--- src/rtl/sysctrl_master_if.sv ---
// Bus bundle for sysctrl_master: request handshake, payload/response buffer
// ports, byte link to the responder and interrupt status.
// master = the sysctrl_master block, slave = the host/responder environment.
interface sysctrl_master_if;
    logic       req_valid;
    logic       req_ready;
    logic [7:0] req_cmd;
    logic [3:0] req_len;
    logic       pl_we;
    logic [2:0] pl_addr;
    logic [7:0] pl_wdata;
    logic [2:0] rsp_addr;
    logic [7:0] rsp_rdata;
    logic       tx_strobe;
    logic       tx_start;
    logic [7:0] tx_data;
    logic [7:0] rx_data;
    logic       busy;
    logic       done;
    logic       int_n;
    logic [7:0] irq_status;
    logic       irq_valid;

    modport master (
        input  req_valid, req_cmd, req_len, pl_we, pl_addr, pl_wdata,
               rsp_addr, rx_data, int_n,
        output req_ready, rsp_rdata, tx_strobe, tx_start, tx_data,
               busy, done, irq_status, irq_valid
    );

    modport slave (
        output req_valid, req_cmd, req_len, pl_we, pl_addr, pl_wdata,
               rsp_addr, rx_data, int_n,
        input  req_ready, rsp_rdata, tx_strobe, tx_start, tx_data,
               busy, done, irq_status, irq_valid
    );
endinterface

--- src/rtl/sysctrl_master.sv ---
// sysctrl_master: issues command frames (command byte + up to 8 payload
// bytes) to a responder as byte strobes spaced exactly GAP clocks apart and
// captures one returned byte per payload byte into an 8-entry response buffer.
// Optional feature macro SYSCTRL_MASTER_IRQPOLL_EN: while idle with int_n low
// the block autonomously polls (cmd 8'h05, one payload byte = last status) and
// publishes the returned byte on irq_status/irq_valid.
module sysctrl_master #(
    parameter int unsigned GAP = 4   // 2..15
) (
    input logic       clk,
    input logic       reset,
    sysctrl_master_if.master bus
);

    // The response capture for a data byte is folded into the WAIT expiry
    // edge: that edge is GAP clocks after the byte's strobe edge, the same
    // edge that launches the next strobe or done, so no extra cycle is spent.
    typedef enum logic [2:0] {IDLE, CMD, WAIT, DATA, FIN} state_t;

    state_t     state;
    logic [3:0] cnt;
    logic [3:0] len;
    logic [3:0] k;          // index of the last payload byte strobed
    logic       is_data;    // last strobe was a payload byte (needs capture)
    logic       poll;       // current frame is an autonomous poll
    logic       tx_strobe;
    logic       tx_start;
    logic [7:0] tx_data;
    logic       busy;
    logic       done;
    logic [7:0] irq_stat;
    logic       irq_pulse;
    logic       poll_start;

    logic [7:0] pl  [8];
    logic [7:0] rsp [8];

    logic       hs;
    logic [3:0] len_in;
    logic [3:0] k_next;
    logic [7:0] next_byte;

    assign hs        = bus.req_valid && bus.req_ready;
    assign len_in    = (bus.req_len > 4'd8) ? 4'd8 : bus.req_len;
    assign k_next    = is_data ? k + 4'd1 : k;
    assign next_byte = poll ? irq_stat : pl[k_next[2:0]];

`ifdef SYSCTRL_MASTER_IRQPOLL_EN
    logic [3:0] holdoff;    // clocks left before a poll may start after done

    assign poll_start = (state == IDLE) && !bus.int_n && !bus.req_valid &&
                        (holdoff == 4'd0);
`else
    logic unused_int_n;

    assign unused_int_n = bus.int_n;
    assign poll_start   = 1'b0;
    assign irq_stat     = 8'h00;
    assign irq_pulse    = 1'b0;
`endif

    assign bus.req_ready  = (state == IDLE) && !poll_start;
    assign bus.rsp_rdata  = rsp[bus.rsp_addr];
    assign bus.tx_strobe  = tx_strobe;
    assign bus.tx_start   = tx_start;
    assign bus.tx_data    = tx_data;
    assign bus.busy       = busy;
    assign bus.done       = done;
    assign bus.irq_status = irq_stat;
    assign bus.irq_valid  = irq_pulse;

    // Payload buffer: host writes land only while no frame is running, so a
    // frame always sends the contents present at its handshake.
    always_ff @(posedge clk) begin
        if (reset) begin
            for (int i = 0; i < 8; i++) pl[i] <= 8'h00;
        end else if (bus.pl_we && !busy) begin
            pl[bus.pl_addr] <= bus.pl_wdata;
        end
    end

    // Frame sequencer with registered strobe/done outputs and response capture.
    always_ff @(posedge clk) begin
        if (reset) begin
            state     <= IDLE;
            cnt       <= 4'd0;
            len       <= 4'd0;
            k         <= 4'd0;
            is_data   <= 1'b0;
            poll      <= 1'b0;
            tx_strobe <= 1'b0;
            tx_start  <= 1'b0;
            tx_data   <= 8'h00;
            busy      <= 1'b0;
            done      <= 1'b0;
            for (int i = 0; i < 8; i++) rsp[i] <= 8'h00;
`ifdef SYSCTRL_MASTER_IRQPOLL_EN
            irq_stat  <= 8'h00;
            irq_pulse <= 1'b0;
            holdoff   <= 4'd0;
`endif
        end else begin
            done <= 1'b0;
`ifdef SYSCTRL_MASTER_IRQPOLL_EN
            irq_pulse <= 1'b0;
            if (holdoff != 4'd0) holdoff <= holdoff - 4'd1;
`endif
            case (state)
                IDLE: begin
                    if (hs || poll_start) begin
                        state     <= CMD;
                        busy      <= 1'b1;
                        tx_strobe <= 1'b1;
                        tx_start  <= 1'b1;
                        k         <= 4'd0;
                        is_data   <= 1'b0;
                        if (hs) begin
                            tx_data <= bus.req_cmd;
                            len     <= len_in;
                            poll    <= 1'b0;
                        end else begin
                            tx_data <= 8'h05;
                            len     <= 4'd1;
                            poll    <= 1'b1;
                        end
                    end
                end
                CMD, DATA: begin
                    tx_strobe <= 1'b0;
                    tx_start  <= 1'b0;
                    tx_data   <= 8'h00;
                    cnt       <= 4'(GAP - 1);
                    state     <= WAIT;
                end
                WAIT: begin
                    if (cnt > 4'd1) begin
                        cnt <= cnt - 4'd1;
                    end else begin
                        if (is_data) begin
                            rsp[k[2:0]] <= bus.rx_data;
`ifdef SYSCTRL_MASTER_IRQPOLL_EN
                            if (poll) irq_stat <= bus.rx_data;
`endif
                        end
                        if (k_next < len) begin
                            state     <= DATA;
                            k         <= k_next;
                            is_data   <= 1'b1;
                            tx_strobe <= 1'b1;
                            tx_data   <= next_byte;
                        end else begin
                            state <= FIN;
                            done  <= 1'b1;
                            busy  <= 1'b0;
`ifdef SYSCTRL_MASTER_IRQPOLL_EN
                            irq_pulse <= poll;
                            holdoff   <= 4'(GAP);
`endif
                        end
                    end
                end
                FIN: begin
                    state <= IDLE;
                    poll  <= 1'b0;
                end
                default: state <= IDLE;
            endcase
        end
    end

endmodule

--- src/flat_wrapper.sv ---
// flat-port wrapper written by rule: the top's interface ports become plain ports
module sysctrl_master_flat 
#(
    parameter int unsigned GAP = 4           
)
  (clk, reset, bus_req_valid, bus_req_cmd, bus_req_len, bus_pl_we, bus_pl_addr, bus_pl_wdata, bus_rsp_addr, bus_rx_data, bus_int_n, bus_req_ready, bus_rsp_rdata, bus_tx_strobe, bus_tx_start, bus_tx_data, bus_busy, bus_done, bus_irq_status, bus_irq_valid);
  sysctrl_master_if bus_i ();
  input logic clk;
  input logic reset;
  input wire logic [$bits(bus_i.req_valid)-1:0] bus_req_valid;
  input wire logic [$bits(bus_i.req_cmd)-1:0] bus_req_cmd;
  input wire logic [$bits(bus_i.req_len)-1:0] bus_req_len;
  input wire logic [$bits(bus_i.pl_we)-1:0] bus_pl_we;
  input wire logic [$bits(bus_i.pl_addr)-1:0] bus_pl_addr;
  input wire logic [$bits(bus_i.pl_wdata)-1:0] bus_pl_wdata;
  input wire logic [$bits(bus_i.rsp_addr)-1:0] bus_rsp_addr;
  input wire logic [$bits(bus_i.rx_data)-1:0] bus_rx_data;
  input wire logic [$bits(bus_i.int_n)-1:0] bus_int_n;
  output wire logic [$bits(bus_i.req_ready)-1:0] bus_req_ready;
  output wire logic [$bits(bus_i.rsp_rdata)-1:0] bus_rsp_rdata;
  output wire logic [$bits(bus_i.tx_strobe)-1:0] bus_tx_strobe;
  output wire logic [$bits(bus_i.tx_start)-1:0] bus_tx_start;
  output wire logic [$bits(bus_i.tx_data)-1:0] bus_tx_data;
  output wire logic [$bits(bus_i.busy)-1:0] bus_busy;
  output wire logic [$bits(bus_i.done)-1:0] bus_done;
  output wire logic [$bits(bus_i.irq_status)-1:0] bus_irq_status;
  output wire logic [$bits(bus_i.irq_valid)-1:0] bus_irq_valid;
  assign bus_i.req_valid = bus_req_valid;
  assign bus_i.req_cmd = bus_req_cmd;
  assign bus_i.req_len = bus_req_len;
  assign bus_i.pl_we = bus_pl_we;
  assign bus_i.pl_addr = bus_pl_addr;
  assign bus_i.pl_wdata = bus_pl_wdata;
  assign bus_i.rsp_addr = bus_rsp_addr;
  assign bus_i.rx_data = bus_rx_data;
  assign bus_i.int_n = bus_int_n;
  assign bus_req_ready = bus_i.req_ready;
  assign bus_rsp_rdata = bus_i.rsp_rdata;
  assign bus_tx_strobe = bus_i.tx_strobe;
  assign bus_tx_start = bus_i.tx_start;
  assign bus_tx_data = bus_i.tx_data;
  assign bus_busy = bus_i.busy;
  assign bus_done = bus_i.done;
  assign bus_irq_status = bus_i.irq_status;
  assign bus_irq_valid = bus_i.irq_valid;
  sysctrl_master #(.GAP(GAP)) u_core (.clk(clk), .reset(reset), .bus(bus_i));
endmodule
--- config.mk ---
export PLATFORM = sky130hd
export DESIGN_NAME = sysctrl_master_flat
export DESIGN_NICKNAME = d
export VERILOG_FILES = /design/src/rtl/sysctrl_master_if.sv /design/src/rtl/sysctrl_master.sv /design/src/flat_wrapper.sv
export SDC_FILE = /design/constraint.sdc
export NUM_CORES = 1
export LEC_CHECK = 0
export ABC_AREA = 1
export CAP_MARGIN = 20
export CORE_ASPECT_RATIO = 0.5
export CORE_UTILIZATION = 45
export CTS_BUF_LIST = sky130_fd_sc_hd__clkbuf_4 sky130_fd_sc_hd__clkbuf_8
export CTS_CLUSTER_DIAMETER = 50
export CTS_CLUSTER_SIZE = 40
export DETAILED_ROUTE_END_ITERATION = 8
export MAX_ROUTING_LAYER = met4
export PLACE_DENSITY = 0.68
export SETUP_SLACK_MARGIN = 0.4
export SYNTH_ARGS = -nofsm -noshare
export SYNTH_HDL_FRONTEND = slang
export SYNTH_SLANG_ARGS = --single-unit
--- constraint.sdc ---
create_clock -name clk -period 2 [get_ports clk]
set_input_delay 0.2 -clock clk [delete_from_list [all_inputs] [get_ports clk]]
set_output_delay 0.2 -clock clk [all_outputs]
set_load 0.01 [all_outputs]
==> results of run 1 <==
-- registers in the layout (all words and copies together) (netlist names) --
signal and flops:
u_core.rsp 64, u_core.bus.tx_strobe 1, u_core.cnt 4, u_core.bus.tx_start 1, u_core.bus.done 1, u_core.state 3
u_core.is_data 1, u_core.pl 64, u_core.bus.busy 1, u_core.len 4, u_core.k 4, u_core.bus.tx_data 8
-- cells by family (layout without fill, tap and decap cells) --
| group | after synthesis | in the layout | synth area share [%] |
|---|---|---|---|
| AOI/OAI and AO/OA | 85 | 85 | 6.26 |
| xor gates and xnor gates | 2 | 2 | 0.236 |
| adders and majority gates | 6 | 6 | 1.01 |
| buffers and inverters | 116 | 242 | 6.83 |
| DFF | 156 | 156 | 59.2 |
| other | 1 | 9 | 0.0504 |
| and+or+nand+nor | 463 | 463 | 26.4 |
-- repair_timing --
action	CTS	global route
gates resized for setup	122	137
hold endpoints to repair	0	0
pin swaps	28	28
buffers inserted	18	7
endpoints found under the setup margin	164	206
cloned	1	0
-- power by group --
part	total [mW]	leakage (nW)	internal, mW	switching [mW]
registers	3.84	1.54	3.72	0.120
logic	1.67	2.33	0.706	0.967
clock network	2.42	0.198	1.15	1.28
total	7.94	4.07	5.57	2.37
-- how the worst min path moves through the flow --
stage,from,to,cells past startpoint
6_report,bus_req_len[1],u_core.len[1],3
5_1_grt,bus_req_len[0],u_core.len[0],3
4_1_cts,bus_req_len[1],u_core.len[1],3
3_5_place_dp,u_core.bus.tx_strobe,u_core.bus.tx_strobe,2
3_3_place_gp,u_core.bus.tx_strobe,u_core.bus.tx_strobe,2
2_1_floorplan,bus_req_len[0],u_core.len[0],2
-- layer usage --
layer  vias up  routed length, µm  global-route usage [%]
met3        31                939                    3.66
met1      2855               8380                    29.2
met4         0                265                    7.15
met2       194               9670                    40.7
met5         -                  0                       -
li1       2949                  -                       -
-- synth_stat cells, drive strengths merged (13+ instances only) --
| cell type | number | area (µm²) |
|---|---|---|
| nand3b | 16 | 120 |
| inv | 81 | 304 |
| dfxtp | 28 | 561 |
| buf | 20 | 148 |
| a21oi | 13 | 65.1 |
| nand2 | 129 | 527 |
| o21ai | 53 | 277 |
| nor2 | 265 | 1030 |
| edfxtp | 128 | 3840 |
| nand3 | 46 | 235 |
| clkbuf | 13 | 48.8 |
-- worst max-delay path, stage by stage, from the launching register on --
cell	delay [ns]
dfxtp_4	0.39
nand2_4	0.06
nor3_4	0.22
xnor2_2	0.16
inv_2	0.06
ha_4	0.23
a21oi_4	0.14
nand2_2	0.09
nand2_4	0.13
buf_6	0.14
nand3_2	0.06
nor2_2	0.11
nor2_1	0.05
-- layout make-up --
class | instances | area, µm² | share of cell area, %
repair buffers | 127 | 1250 | 12.4
inverters | 83 | 328 | 3.24
clock buffers | 18 | 241 | 2.38
multi-input cells | 565 | 3450 | 34.1
flip-flops and latches | 156 | 4420 | 43.6
clock inverters | 14 | 159 | 1.57
well taps | 221 | 277 | 2.73
==> metrics.md, run 1 <==
| Metric | Value |
|---|---|
| Status | completed |
| Die ar. | 17,100 µm² |
| Hold Crit Class | input pin to flop |
| Initial Utilization | 47.2% |
| # clock sinks | 156 |
| Initial DRT Pass Iterations | 5 |
| Avg WL per Cell | 16.3 µm |
| CTS buffer count | 17 |
| Final hold vios | 0 |
| CTS tree | built |
| All-layer global routing usage | 23.7% |
| FF-to-FF End | u_core.bus.tx_data[3] |
| Period utilisation layout | 97.1% |
| Worst setup path end | u_core.bus.tx_data[3] |
| EDFF count, synth | 128 |
| Grt total ovfl | 0 |
| Hold WS | 0.314 ns |
| Core Area | 15,800 µm² |
| Filler Cell Count | 1,263 |
| Dpl ws | -0.252 ns |
| Largest net degree at the start of global routing | 23 |
| Share of layout cells above drive strength 1 | 27.4% |
| Clk_skew | 0.0235 ns |
| Worst r2r src | u_core.k[0] |
| Cts hold-fix bufs | 0 |
| Most frequent cells in the layout | nor2_1, edfxtp_1, nand2_1 |
| Core Rows | 32 |
| Most common cell after layout, fill and taps aside | nor2_1 |
| Area after DPL | 8700 µm² |
| Setup WS post-layout | 0.0576 ns |
| Crit path DAT | 2.29 ns |
| Worst Path Required | 2.35 ns |
| Non-Filler Instances | 1,184 |
| Leakage power | 4.07 nW |
| Initial DRC Count | 471 |
| Post-DR vias/cell | 5.09 |
| Total power | 7.94 mW |
| Vias in the first global route | 5,743 |
| CP Capture Type | flop |
| CP startpoint | u_core.k[0] |
| Routed via count | 6,029 |
| Max-slew violations | 0 |
| GPL Wtd Cong | 0.882 |
| CP Max Fanout | 5 |
| Clk buf depth | 2 |
| Routed wire length | 19,300 µm |
| Antenna cell count | 0 |
| Setup TNS | 0 ns |
| Worst Max-Slew Pin Slew | 0.810 ns |
| Die height | 92.9 µm |
| Layout net count | 995 |
| Worst-path clk slew | 0.09 ns |
| Kind of critical path | flop to flop |
| Relative slew slack | 46.0% |
| Global-route wire length before repair | 29,600 µm |
| Seq/Total Area, Yosys | 59.2% |
| Antenna-violating nets left | 0 |
| Cells after Synth | 829 |
| Min cycle time layout | 1.94 ns |
| Max Fclk | 0.515 GHz |
| Area grow syn2layout | 36.2% |
| Yosys cell types | 36 |
| Final setup vio count | 0 |
| Latest clock arrival within the worst-skew pair | 0.46 ns |
| Post-synth top flop | edfxtp_1 |
| Die Wd | 184 µm |
| DP Cell Count | 1,126 |
| PortBufs | 58 |
| Max VDD drop | 0.000424 V |
| Netlist Area Pre-Place | 7440 µm² |
| Number of remaining DRC errors | 0 |
| RSZ-0062 raised after global routing | true |
| H-tree depth | 4 |
| Initial antenna violation count | 0 |
| Clk root buf | clkbuf_8 |
| R2R setup slack | 0.06 ns |
| Fin util | 64.2% |
| Synth warn | 0 |
| Flops & latches, synth | 156 |
| Startpoint Class | flop |
| I/O pin count | 69 |
| PD cells | 783 nW/µm² |
| Max Cap Violations | 0 |
| Synth Area per Inst | 8.97 µm² |
| Final Cell Area | 10,100 µm² |
| Ys async rst share | 0% |
| DP HPWL | 12,900 µm |
| R2r worst-path depth | 12 |
(Power assumes the default switching activity.)
==> run 2, diff against run 1 <==
--- a/config.mk
+++ b/config.mk
@@ -8,6 +8,7 @@
 export ABC_AREA = 1
 export CAP_MARGIN = 20
 export CORE_ASPECT_RATIO = 0.5
+export CORE_MARGIN = 8
 export CORE_UTILIZATION = 45
 export CTS_BUF_LIST = sky130_fd_sc_hd__clkbuf_4 sky130_fd_sc_hd__clkbuf_8
 export CTS_CLUSTER_DIAMETER = 50
==> run 2 against run 1 <==
Die area is 24% higher. Hold slack worse by 0.013 ns. Flip-flop and latch count unchanged. Clock-buffer cell count shrank 1. Critical path type unchanged. Critical endpoint is now u_core.bus.tx_data[0]. Highest routed layer unchanged.
==> metrics.md, run 2 (synthesis gave the netlist of run 1 again) <==
| Metric | Value |
|---|---|
| Status | completed |
| Total power | 7.76 mW (-2.3%) |
| Worst Path Required | 2.36 ns (about the same) |
| Leakage power | 4.08 nW (+0.23%) |
| GPL Wtd Cong | 0.902 (+2.3%) |
| Antenna cell count | 0 (unchanged) |
| Routed via count | 6,052 (+0.38%) |
| # clock sinks | 156 (unchanged) |
| Post-DR vias/cell | 5.09 (about the same) |
| FF-to-FF End | u_core.bus.tx_data[0] |
| Die height | 107 µm (+15%) |
| Hold WS | 0.301 ns (-0.0129 ns) |
| Filler Cell Count | 1,394 (+10%) |
| Clk_skew | 0.00946 ns (-0.0141 ns) |
| CP startpoint | u_core.k[0] |
| Clk root buf | clkbuf_8 |
| Largest regs | u_core.pl (64), u_core.rsp (64), u_core.bus.tx_data (8) |
| Period utilisation layout | 97.3% (+0.19 points) |
| R2r worst-path depth | 14 (+2) |
| Worst-path clk slew | 0.09 ns (about the same) |
| Dpl ws | -0.230 ns (+0.0218 ns) |
| Kind of critical path | flop to flop |
| Max Cap Violations | 0 (unchanged) |
| Max Fclk | 0.514 GHz (-0.20%) |
| Grt total ovfl | 0 (unchanged) |
| Most frequent cells in the layout | nor2_1, edfxtp_1, nand2_1 |
| I/O pin count | 69 (unchanged) |
| Final setup vio count | 0 (unchanged) |
| Cts hold-fix bufs | 0 (unchanged) |
| Die ar. | 21,100 µm² (+24%) |
| All-layer global routing usage | 18.8% (-4.9 points) |
| CP Max Fanout | 7 (+2) |
| Latest clock arrival within the worst-skew pair | 0.45 ns (about the same) |
| Clk buf depth | 2 (unchanged) |
| H-tree depth | 4 (unchanged) |
| Crit path DAT | 2.31 ns (+0.02 ns) |
| Largest net degree at the start of global routing | 33 (+43%) |
| Core Area | 16,300 µm² (+3.1%) |
| Register area | 4420 µm² (about the same) |
| DP HPWL | 13,400 µm (+4.0%) |
| CTS buffer count | 17 (unchanged) |
| R2R setup slack | 0.05 ns (about the same) |
| Worst setup path end | u_core.bus.tx_data[0] |
| Initial antenna violation count | 0 (unchanged) |
| Layout net count | 994 (-0.10%) |
| Area grow syn2layout | 29.0% |
| PortBufs | 58 (unchanged) |
| Share of layout cells above drive strength 1 | 20.7% (-6.7 points) |
| Fin util | 59.0% (-5.2 points) |
| CP Capture Type | flop |
| Antenna-violating nets left | 0 (unchanged) |
| Worst r2r src | u_core.k[0] |
| Max VDD drop | 0.000508 V (+20%) |
| Die Wd | 198 µm (+7.6%) |
| Final Cell Area | 9590 µm² (-5.3%) |
| Global-route wire length before repair | 30,500 µm (+3.0%) |
| Startpoint Class | flop |
| Min cycle time layout | 1.95 ns (+0.00380 ns) |
| Number of remaining DRC errors | 0 (unchanged) |
| Setup WS post-layout | 0.0537 ns (-0.00380 ns) |
| Max-slew violations | 0 (unchanged) |
| Area after DPL | 8790 µm² (+1.0%) |
| Initial Utilization | 45.7% (-1.4 points) |
| Vias in the first global route | 5,968 (+3.9%) |
| Initial DRT Pass Iterations | 5 (unchanged) |
| Core Rows | 33 (+3.1%) |
| Hold Crit Start | bus_req_len[1] |
| Area of the multi-input gates | 3020 µm² (-13%) |
| RSZ-0062 raised after global routing | true |
| PD cells | 808 nW/µm² (+3.2%) |
| CTS tree | built |
| Hold Crit Class | input pin to flop |
| Routed wire length | 19,100 µm (-0.73%) |
| Final hold vios | 0 (unchanged) |
| Initial DRC Count | 563 (+20%) |
| Avg WL per Cell | 16.1 µm (-1.1%) |
| Most common cell after layout, fill and taps aside | nor2_1 |
-- run 2: cell types whose count changed in the layout (fill, tap and decap cells not counted), moves of 6 or more --
cell | before | now
buf_6 | 10 | 3
nor2_4 | 60 | 5
nor2_1 | 193 | 254
clkdlybuf4s50_1 | 47 | 41
buf_4 | 47 | 54
nor2_2 | 12 | 6
-- run 2: power by group --
group	leakage (nW)	switching [mW]	total, mW	internal (mW)
clock network	0.183	1.30	2.30	1.00
logic	2.36	0.950	1.62	0.672
registers	1.54	0.118	3.84	3.72
total	4.08	2.37	7.76	5.39
-- run 2: final cells by class --
| type | count | area share, % |
|---|---|---|
| clock buffer | 17 | 2.44 |
| clock inverter | 15 | 1.42 |
| inverter | 83 | 3.47 |
| multi-input combinational | 566 | 31.5 |
| sequential | 156 | 46.1 |
| tap | 227 | 2.96 |
| timing repair buffer | 124 | 12.1 |
| timing repair inverter | 1 | 0.0522 |
-- run 2: how the worst min path moves through the flow --
stage                     cells after the start  slack (ns)              endpoint
after floorplan                               2        0.34         u_core.len[0]
after global placement                        2        0.44  u_core.bus.tx_strobe
after detailed placement                      2        0.46         u_core.len[0]
after CTS                                     3        0.28         u_core.len[1]
after global routing                          3        0.31         u_core.len[1]
final                                         3        0.30         u_core.len[1]
-- run 2: stage by stage --
stage / instances / TNS [ns]
2_1_floorplan: 837 / 0
3_3_place_gp: 1136 / -1.39
3_5_place_dp: 1136 / -1.71
4_1_cts: 1182 / 0
5_1_grt: 1189 / -0.213
6_report: 1189 / 0
-- run 2: worst max-delay path, cell delays in order (launching register included) --
cell and delay, ns:
dfxtp_4 0.37, buf_6 0.12, ha_4 0.26, nand2_4 0.04
o21ai_4 0.09, ha_4 0.23, nand2_2 0.06, nand2_2 0.06
nand2_4 0.07, nand2_4 0.07, nand2_8 0.11, buf_12 0.13
nand3_2 0.06, nor2_1 0.13, nor2_1 0.04
-- run 2: what timing repair did --
| item | in CTS | in global routing |
|---|---|---|
| setup endpoints to repair | 165 | 195 |
| buffers inserted | 14 | 5 |
| gates resized for setup | 81 | 42 |
| pin swaps | 26 | 15 |
| cloned | 0 | 2 |
-- run 2: metal layers --
metal	share of wire (%)	track usage, %
met4	2.3	6.57
met2	50	32.3
met3	5.3	3.47
met1	42	22.2
met5	0	-
==> run 3, diff against run 2 <==
--- a/config.mk
+++ b/config.mk
@@ -16,6 +16,7 @@
 export DETAILED_ROUTE_END_ITERATION = 8
 export MAX_ROUTING_LAYER = met4
 export PLACE_DENSITY = 0.68
+export RECOVER_POWER = 50
 export SETUP_SLACK_MARGIN = 0.4
 export SYNTH_ARGS = -nofsm -noshare
 export SYNTH_HDL_FRONTEND = slang
==> run 3 against run 2 <==
Sequential power hardly changed. Routed wire length is essentially flat. First-iteration DRC count decreased by 0.36%. Critical endpoint unchanged. Setup slack got worse by 0.0023 ns. Die area unchanged. Power fell by 0.64%.
==> metrics.md, run 3 (synthesis gave the netlist of run 1 again) <==
| Metric | Value |
|---|---|
| Status | completed |
| Hold Crit Class | input pin to flop |
| Clk_skew | 0.0118 ns (+0.00229 ns) |
| R2R setup slack | 0.05 ns (about the same) |
| CTS buffer count | 17 (unchanged) |
| Max Cap Violations | 0 (unchanged) |
| Most common cell after layout, fill and taps aside | nor2_1 |
| Max VDD drop | 0.000497 V (-2.2%) |
| R2r worst-path depth | 14 (unchanged) |
| Initial antenna violation count | 0 (unchanged) |
| Post-DR vias/cell | 5.07 (-0.40%) |
| PD cells | 812 nW/µm² (+0.40%) |
| Cts hold-fix bufs | 0 (unchanged) |
| Kind of critical path | flop to flop |
| DP HPWL | 13,400 µm (unchanged) |
| # clock sinks | 156 (unchanged) |
| Hold WS | 0.310 ns (+0.00878 ns) |
| Clk buf depth | 2 (unchanged) |
| Avg WL per Cell | 16.1 µm (about the same) |
| Die Wd | 198 µm (unchanged) |
| Initial Utilization | 45.7% (unchanged) |
| Latest clock arrival within the worst-skew pair | 0.44 ns (about the same) |
| Non-Filler Instances | 1,189 (unchanged) |
| Number of remaining DRC errors | 0 (unchanged) |
| CP Capture Type | flop |
| Min cycle time layout | 1.95 ns (+0.00231 ns) |
| GPL Wtd Cong | 0.902 (unchanged) |
| Grt total ovfl | 0 (unchanged) |
| Share of layout cells above drive strength 1 | 18.8% (-1.9 points) |
| CP Max Fanout | 7 (unchanged) |
| Final setup vio count | 0 (unchanged) |
| Max Fclk | 0.513 GHz (-0.12%) |
| Crit path DAT | 2.31 ns (about the same) |
| Largest net degree at the start of global routing | 33 (unchanged) |
| Antenna-violating nets left | 0 (unchanged) |
| Routed wire length | 19,100 µm (about the same) |
| Vias in the first global route | 5,968 (unchanged) |
| Area grow syn2layout | 27.7% |
| Die ar. | 21,100 µm² (unchanged) |
| Period utilisation layout | 97.4% (+0.12 points) |
| DP Cell Count | 1,136 (unchanged) |
| Clk root buf | clkbuf_8 |
| H-tree depth | 4 (unchanged) |
| RSZ-0062 raised after global routing | true |
| Worst Path Required | 2.36 ns (about the same) |
| Hold Crit Start | bus_req_len[1] |
| CTS tree | built |
| Worst-path clk slew | 0.09 ns (about the same) |
| Most frequent cells in the layout | nor2_1, edfxtp_1, nand2_1 |
| Global-route wire length before repair | 30,500 µm (unchanged) |
| Core Area | 16,300 µm² (unchanged) |
| Core Rows | 33 (unchanged) |
| Routed via count | 6,028 (-0.40%) |
| Die height | 107 µm (unchanged) |
| Max-slew violations | 0 (unchanged) |
| WHS Path Cells | 3 (unchanged) |
| PortBufs | 58 (unchanged) |
| Worst r2r src | u_core.k[0] |
| Layout net count | 994 (unchanged) |
| Initial DRT Pass Iterations | 5 (unchanged) |
| Fin util | 58.4% (-0.61 points) |
| FF-to-FF End | u_core.bus.tx_data[0] |
| Antenna cell count | 0 (unchanged) |
| I/O pin count | 69 (unchanged) |
| Initial DRC Count | 561 (-0.36%) |
| Final hold vios | 0 (unchanged) |
| Hold EP | u_core.len[1] |
| Leakage power | 3.97 nW (-2.7%) |
| All-layer global routing usage | 18.8% (unchanged) |
| Largest regs | u_core.pl (64), u_core.rsp (64), u_core.bus.tx_data (8) |
| Startpoint Class | flop |
==> run 3: cell types whose count changed in the layout (fill, tap and decap cells not counted) <==
cell and delta:
buf_12 -2, dlygate4sd3_1 +6, nand2_1 +5, clkbuf_1 +13, clkdlybuf4s25_1 +5, buf_4 -11
dlymetal6s2s_1 -5, clkdlybuf4s50_1 -6, nand2_2 -5
==> run 3: per-layer routing <==
metal / vias up / track usage (%) / share of wire, %
met5: - / - / 0
met1: 2858 / 22.2 / 43
met3: 30 / 3.47 / 5.1
met2: 195 / 32.3 / 50
met4: 0 / 6.57 / 2.0
li1: 2945 / - / -
==> run 3: worst max-delay path: stages, from the launching register on <==
cell     delay [ns]
dfxtp_4        0.38
buf_6          0.12
ha_4           0.26
nand2_4        0.04
o21ai_4        0.09
ha_4           0.23
nand2_2        0.06
nand2_2        0.06
nand2_4        0.07
nand2_4        0.07
nand2_8        0.11
buf_12         0.13
nand3_2        0.06
nor2_1         0.13
nor2_1         0.04
==> run 3: power breakdown <==
group,switching (mW),internal [mW]
Clock,1.28,1.00
Sequential,0.118,3.72
Combinational,0.944,0.640
==> run 3: worst max-delay path by stage <==
stage / start / to / slack [ns] / depth (start not counted)
3_3_place_gp: bus_rsp_addr[1] / bus_rsp_rdata[1] / -0.21 / 7
6_report: u_core.k[0] / u_core.bus.tx_data[0] / 0.05 / 14
4_1_cts: u_core.k[1] / u_core.bus.tx_data[0] / 0.08 / 14
5_1_grt: u_core.k[1] / u_core.k[1] / -0.03 / 13
2_1_floorplan: u_core.k[0] / u_core.bus.tx_data[2] / 0.10 / 14
3_5_place_dp: bus_rsp_addr[1] / bus_rsp_rdata[1] / -0.23 / 7
==> run 3: what timing repair did <==
action / CTS / global route
endpoints found under the setup margin: 165 / 195
gates cloned: 0 / 2
pin swaps: 26 / 15
buffers inserted: 14 / 5
gates resized for setup: 81 / 42
==> run 3: layout make-up <==
type                       count  area [µm²]
clock buffer                  17         234
clock inverter                15         136
fill                        1418        6770
inverter                      83         333
multi-input combinational    566        3010
sequential                   156        4420
tap                          227         284
timing repair buffer         124        1080
timing repair inverter         1        5.00
==> run 3: metrics by stage <==
step	setup TNS, ns	worst slack [ns]	area, µm²	power [mW]
2_1_floorplan	0	0.104	7700	4.75
3_3_place_gp	-1.39	-0.206	8790	5.30
3_5_place_dp	-1.71	-0.230	8790	5.33
4_1_cts	0	0.0812	9410	7.67
5_1_grt	-0.213	-0.0345	9500	8.05
6_report	0	0.0514	9500	7.71
